===== src/rtl/led_pkg.sv =====
// Shared types and default timing for the LED frame sequencer.
// Timing defaults assume a 100 MHz clock driving WS2812-style LEDs.
package led_pkg;

  typedef enum logic [1:0] {
    ST_IDLE,
    ST_LOAD,
    ST_SEND,
    ST_LATCH
  } state_e;

  localparam int BITS_PER_LED = 24;

  localparam int DEF_NUM_LEDS = 8;
  localparam int DEF_TBIT     = 125;
  localparam int DEF_T0H      = 35;
  localparam int DEF_T1H      = 70;
  localparam int DEF_TRESET   = 5000;

  // Counter width that never collapses to zero bits.
  function automatic int cw(input int n);
    return (n > 1) ? $clog2(n) : 1;
  endfunction

endpackage


===== src/rtl/led_bit_encoder.sv =====
// One-wire bit-slot encoder: slot counter, high-time compare, registered dout.
// Ports: load_i (first slot next cycle), send_i, more_i, bit_i -> dout_o, rotate_o, slot_done_o.
module led_bit_encoder
  import led_pkg::*;
#(
  parameter int TBIT = DEF_TBIT,
  parameter int T0H  = DEF_T0H,
  parameter int T1H  = DEF_T1H
) (
  input  logic clk,
  input  logic rst_n,
  input  logic load_i,
  input  logic send_i,
  input  logic more_i,
  input  logic bit_i,
  output logic dout_o,
  output logic rotate_o,
  output logic slot_done_o
);

  localparam int CW = cw(TBIT);
  localparam logic [CW-1:0] LAST = CW'(TBIT - 1);
  localparam logic [CW-1:0] HI0  = CW'(T0H);
  localparam logic [CW-1:0] HI1  = CW'(T1H);

  logic [CW-1:0] cnt_q, cnt_d, nxt;
  logic          bit_q, bit_d;
  logic          dout_q, dout_d;
  logic          cur;

  // dout is registered, so each cycle computes the level of the next one.
  // Slot cycle 0 is always high; the sampled bit only sets the falling edge.
  always_comb begin
    cnt_d  = cnt_q;
    bit_d  = bit_q;
    dout_d = 1'b0;
    nxt    = cnt_q + CW'(1);
    cur    = (cnt_q == '0) ? bit_i : bit_q;
    if (load_i) begin
      cnt_d  = '0;
      dout_d = 1'b1;
    end else if (send_i) begin
      if (cnt_q == '0) bit_d = bit_i;
      if (cnt_q == LAST) begin
        cnt_d  = '0;
        dout_d = more_i;
      end else begin
        cnt_d  = nxt;
        dout_d = nxt < (cur ? HI1 : HI0);
      end
    end
  end

  always_ff @(posedge clk or negedge rst_n) begin
    if (!rst_n) begin
      cnt_q  <= '0;
      bit_q  <= 1'b0;
      dout_q <= 1'b0;
    end else begin
      cnt_q  <= cnt_d;
      bit_q  <= bit_d;
      dout_q <= dout_d;
    end
  end

  assign dout_o      = dout_q;
  assign rotate_o    = send_i & (cnt_q == LAST);
  assign slot_done_o = send_i & (cnt_q == LAST);

endmodule


===== src/rtl/led_frame_sequencer.sv =====
// Frame FSM: colour command per frame, NUM_LEDS x 24 bit slots, latch gap.
// Ports: clk, reset(n), start, clr/en/nextReq, CurrentBit -> strobes, dout, busy, frameDone.
module led_frame_sequencer
  import led_pkg::*;
#(
  parameter int NUM_LEDS = DEF_NUM_LEDS,
  parameter int TBIT     = DEF_TBIT,
  parameter int T0H      = DEF_T0H,
  parameter int T1H      = DEF_T1H,
  parameter int TRESET   = DEF_TRESET
) (
  input  logic clk,
  input  logic reset,
  input  logic start,
  input  logic clrReq,
  input  logic enReq,
  input  logic nextReq,
  input  logic CurrentBit,
  output logic RotateRegisterLeft,
  output logic loadClr,
  output logic loadColor,
  output logic changeColor,
  output logic dout,
  output logic busy,
  output logic frameDone
);

  localparam int BW = cw(BITS_PER_LED);
  localparam int LW = cw(NUM_LEDS);
  localparam int RW = cw(TRESET);
  localparam logic [BW-1:0] BLAST = BW'(BITS_PER_LED - 1);
  localparam logic [LW-1:0] LLAST = LW'(NUM_LEDS - 1);
  localparam logic [RW-1:0] RLAST = RW'(TRESET - 1);

  state_e        state_q, state_d;
  logic [BW-1:0] bit_q, bit_d;
  logic [LW-1:0] led_q, led_d;
  logic [RW-1:0] lat_q, lat_d;
  logic [2:0]    pend_q, pend_d;
  logic [2:0]    req;
  logic          last_bit;
  logic          slot_done;

  assign req      = {clrReq, enReq, nextReq};
  assign last_bit = (bit_q == BLAST) && (led_q == LLAST);

  always_comb begin
    state_d     = state_q;
    bit_d       = bit_q;
    led_d       = led_q;
    lat_d       = lat_q;
    pend_d      = pend_q | req;
    loadClr     = 1'b0;
    loadColor   = 1'b0;
    changeColor = 1'b0;
    frameDone   = 1'b0;
    busy        = (state_q != ST_IDLE);
    unique case (state_q)
      ST_IDLE: begin
        if (start) state_d = ST_LOAD;
      end
      ST_LOAD: begin
        // A request in this very cycle survives into the next frame.
        pend_d = req;
        if (pend_q[2])      loadClr     = 1'b1;
        else if (pend_q[1]) loadColor   = 1'b1;
        else if (pend_q[0]) changeColor = 1'b1;
        else                loadColor   = 1'b1;
        bit_d   = '0;
        led_d   = '0;
        state_d = ST_SEND;
      end
      ST_SEND: begin
        if (slot_done) begin
          if (last_bit) begin
            lat_d   = '0;
            state_d = ST_LATCH;
          end else if (bit_q == BLAST) begin
            bit_d = '0;
            led_d = led_q + LW'(1);
          end else begin
            bit_d = bit_q + BW'(1);
          end
        end
      end
      ST_LATCH: begin
        if (lat_q == RLAST) begin
          frameDone = 1'b1;
          state_d   = start ? ST_LOAD : ST_IDLE;
        end else begin
          lat_d = lat_q + RW'(1);
        end
      end
      default: state_d = ST_IDLE;
    endcase
  end

  always_ff @(posedge clk or negedge reset) begin
    if (!reset) begin
      state_q <= ST_IDLE;
      bit_q   <= '0;
      led_q   <= '0;
      lat_q   <= '0;
      pend_q  <= '0;
    end else begin
      state_q <= state_d;
      bit_q   <= bit_d;
      led_q   <= led_d;
      lat_q   <= lat_d;
      pend_q  <= pend_d;
    end
  end

  led_bit_encoder #(
    .TBIT (TBIT),
    .T0H  (T0H),
    .T1H  (T1H)
  ) u_enc (
    .clk         (clk),
    .rst_n       (reset),
    .load_i      (state_q == ST_LOAD),
    .send_i      (state_q == ST_SEND),
    .more_i      (!last_bit),
    .bit_i       (CurrentBit),
    .dout_o      (dout),
    .rotate_o    (RotateRegisterLeft),
    .slot_done_o (slot_done)
  );

endmodule


===== config.mk =====
export PLATFORM = sky130hd
export DESIGN_NAME = led_frame_sequencer
export DESIGN_NICKNAME = d
export VERILOG_FILES = /design/src/rtl/led_pkg.sv /design/src/rtl/led_bit_encoder.sv /design/src/rtl/led_frame_sequencer.sv
export SDC_FILE = /design/constraint.sdc
export NUM_CORES = 1
export LEC_CHECK = 0
export ABC_AREA = 1
export BUFFER_PORTS_ARGS = -buffer_cell sky130_fd_sc_hd__clkbuf_2
export CAP_MARGIN = 0
export CORE_MARGIN = 2
export CORE_UTILIZATION = 43
export CTS_CLUSTER_SIZE = 14
export DETAILED_ROUTE_END_ITERATION = 10
export PLACE_DENSITY = 0.62
export SYNTH_ARGS = -nofsm -noshare
export SYNTH_HDL_FRONTEND = slang
export SYNTH_SLANG_ARGS = --single-unit

===== constraint.sdc =====
create_clock -name clk -period 2.2 [get_ports clk]
set_input_delay 0.11 -clock clk [delete_from_list [all_inputs] [get_ports clk]]
set_output_delay 0.11 -clock clk [all_outputs]
set_load 0.01 [all_outputs]

==> impl_metrics.yaml <==
status:
  run_status: "finished, final reports clean"
grt:
  track_usage_pct: 17.2
  grt_max_degree: 36
  grt_pass1_vias: 1683
  grt_overflow: 0
  antenna_found_initial: 0
  grt_pass1_wl_um: 7480
placement:
  dp_cells: 376
  dp_hpwl_um: 3180
  place_congestion: 0.875
  io_buffers: 13
setup_path:
  arrival_ns: 1.80
  reg2reg_slack_ns: 0.37
  crit_type: "reg2out"
  cp_max_fo: 7
  r2r-start: "state_q[0]"
  worstRegToRegCells: 9
  start_kind: "register"
  r2r-end: "bit_q[1]"
  critPathRequiredTime_ns: 2.09
  critPathCaptureType: "output port"
yosys:
  synth.top_cell.area_share_pct: 39.9
  synth_top_cell_by_area: "dfrtp_1"
  ys_top_cells_by_area: "dfrtp_1, nand2_1, ha_1"
  synth_fp_nets: 315
  synth_area_um2: 2190
  synth_area_per_cell_um2: 7.39
  ys_seq_elements: 35
  syn_inst: 297
  yosys_warnings: 0
  ys_seq_area_share_pct: 39.9
  ys_types: 33
die:
  dieArea_um2: 5690
  die_height_um: 75.4
  placementRows: 25
  die_width_um: 75.4
  floorplan.initialDensity_pct: 45.5
  core_area_um2: 4820
  io_pins: 14
timing:
  finalHoldViolations: 0
  setup_violations: 0
  min_period_ns: 1.91
  period_share_pct: 86.9
  fmax_mhz: 523
  fin_skew_ns: 0.00469
  tightest_slew_ns: 0.858
  max_slew_margin_pct: 42.8
  fin_tns_setup_ns: 0
  drv_slew: 0
  rsz0062_at_grt: "false"
clock_tree:
  ctsLongestPathBuffers: 2
  numClockSinks: 35
  numCtsBuffers: 5
  htree_levels: 2
  cts_root_buf: "clkbuf_8"
  cts_tree: "yes"
  clk_latency_ns: 0.28
  postCtsResizedCells: 0
  clkTransAtPathRegs_ns: 0.07
final_layout:
  instances_no_fill: 385
  antennaDiodeCount: 0
  final_common_cell: "nand2_1"
  syn_to_final_growth_pct: 10.6
  final_cell_mix: "nand2_1, dfrtp_1, inv_1, nor2_1, nand3_1"
  fillerInstances: 491
  final_nets: 335
  drive_gt1_share_pct: 11.3
job:
  drv_cap: 0
min_path:
  holdPathStages: 2
  hp-start: "clrReq"
  hold_class: "in2reg"
  hold_path_end: "pend_q[2]"
drt:
  wl_um: 4240
  vias_per_cell: 4.79
  antenna_left: 0
  drc: 0
  via_count: 1845
  wl_per_cell_um: 11.0
  dr.pass1.iters: 4
  first_iter_violations: 108
power:
  p_per_area_nw_per_um2: 924
  leakage_nw: 1.18
  ir_drop_mv: 0.445
==> where the power goes <==
part	switching, mW	internal, mW	leakage [nW]	total [mW]
Sequential	0.0873	0.741	0.466	0.828
Combinational	0.672	0.299	0.673	0.971
Clock	0.221	0.222	0.0422	0.443
==> per-stage QoR <==
step	hold WS (ns)	cell area [µm²]	total power, mW	worst slack (ns)	util [%]
floorplan	-0.186	2190	1.58	0.613	-
global placement	0.287	2330	1.81	0.381	48.5
detailed placement	0.285	2330	1.82	0.386	48.5
CTS	0.00521	2430	2.27	0.281	50.4
global route	0.00286	2430	2.44	0.165	50.4
finish	0.00607	2430	2.24	0.289	50.4
==> synth_stat cells (all sizes together) <==
| master | number |
|---|---|
| nor4 | 1 |
| clkinv | 1 |
| o21bai | 2 |
| clkbuf | 1 |
| nand2 | 101 |
| a21boi | 1 |
| or2 | 1 |
| nor3 | 7 |
| a21oi | 4 |
| xnor2 | 2 |
| ha | 11 |
| o21ai | 20 |
| a211oi | 1 |
| buf | 1 |
| nand3 | 18 |
| a311oi | 1 |
| a21o | 1 |
| o22ai | 3 |
| inv | 36 |
| dfrtp | 35 |
| nor3b | 1 |
| xor2 | 10 |
| nor2 | 34 |
| nand4 | 4 |
==> worst max path at each step <==
stage | endpoint | from | cells past startpoint
after floorplan | bit_q[1] | state_q[0] | 9
after detailed placement | bit_q[1] | state_q[0] | 9
final | RotateRegisterLeft | state_q[0] | 5
after CTS | RotateRegisterLeft | state_q[0] | 5
after global placement | bit_q[1] | state_q[0] | 9
after global routing | RotateRegisterLeft | state_q[0] | 5
==> layout make-up <==
type | count | area (µm²) | share of cell area, %
clock buffers | 7 | 76.3 | 3.15
clock inverters | 1 | 5.00 | 0.206
inverters | 37 | 140 | 5.78
multi-input cells | 223 | 1160 | 47.9
flip-flops and latches | 35 | 876 | 36.1
well taps | 67 | 83.8 | 3.46
repair buffers | 15 | 82.6 | 3.40
==> sequential cells by signal, summed over array words and instances, names as in the netlist <==
register / flops
bit_q: 5
lat_q: 13
led_q: 3
pend_q: 3
state_q: 2
u_enc.bit_q: 1
u_enc.cnt_q: 7
u_enc.dout_o: 1
==> worst max-delay path, stage by stage (launching register included) <==
cell and delay (ns):
dfrtp_1 0.43, inv_1 0.13, ha_1 0.37, inv_1 0.19, nor2_4 0.21, clkbuf_2 0.16
==> layer usage <==
layer	GRT usage (%)	up-vias	share of wire, %
met3	4.10	8	2.5
met1	23.6	831	50
met2	26.8	23	45
li1	-	983	-
met4	6.24	0	1.8
met5	0	-	0
==> logic make-up (layout without fill, tap and decap cells) <==
logic type | Yosys count | in the layout | share of synthesized area, %
fa+ha+maj | 11 | 11 | 6.27
flops | 35 | 35 | 39.9
buf+inv | 39 | 60 | 7.07
simple gates | 167 | 167 | 32.5
xor+xnor | 12 | 12 | 4.79
compound gates | 33 | 33 | 9.47
==> timing repair <==
item / 4_1_cts / 5_1_grt
endpoints found under the hold margin: 35 / 0
setup buffers: 0 / 0
setup endpoints to repair: 0 / 0
hold buffers: 1 / 0
(Power assumes the default switching activity.)
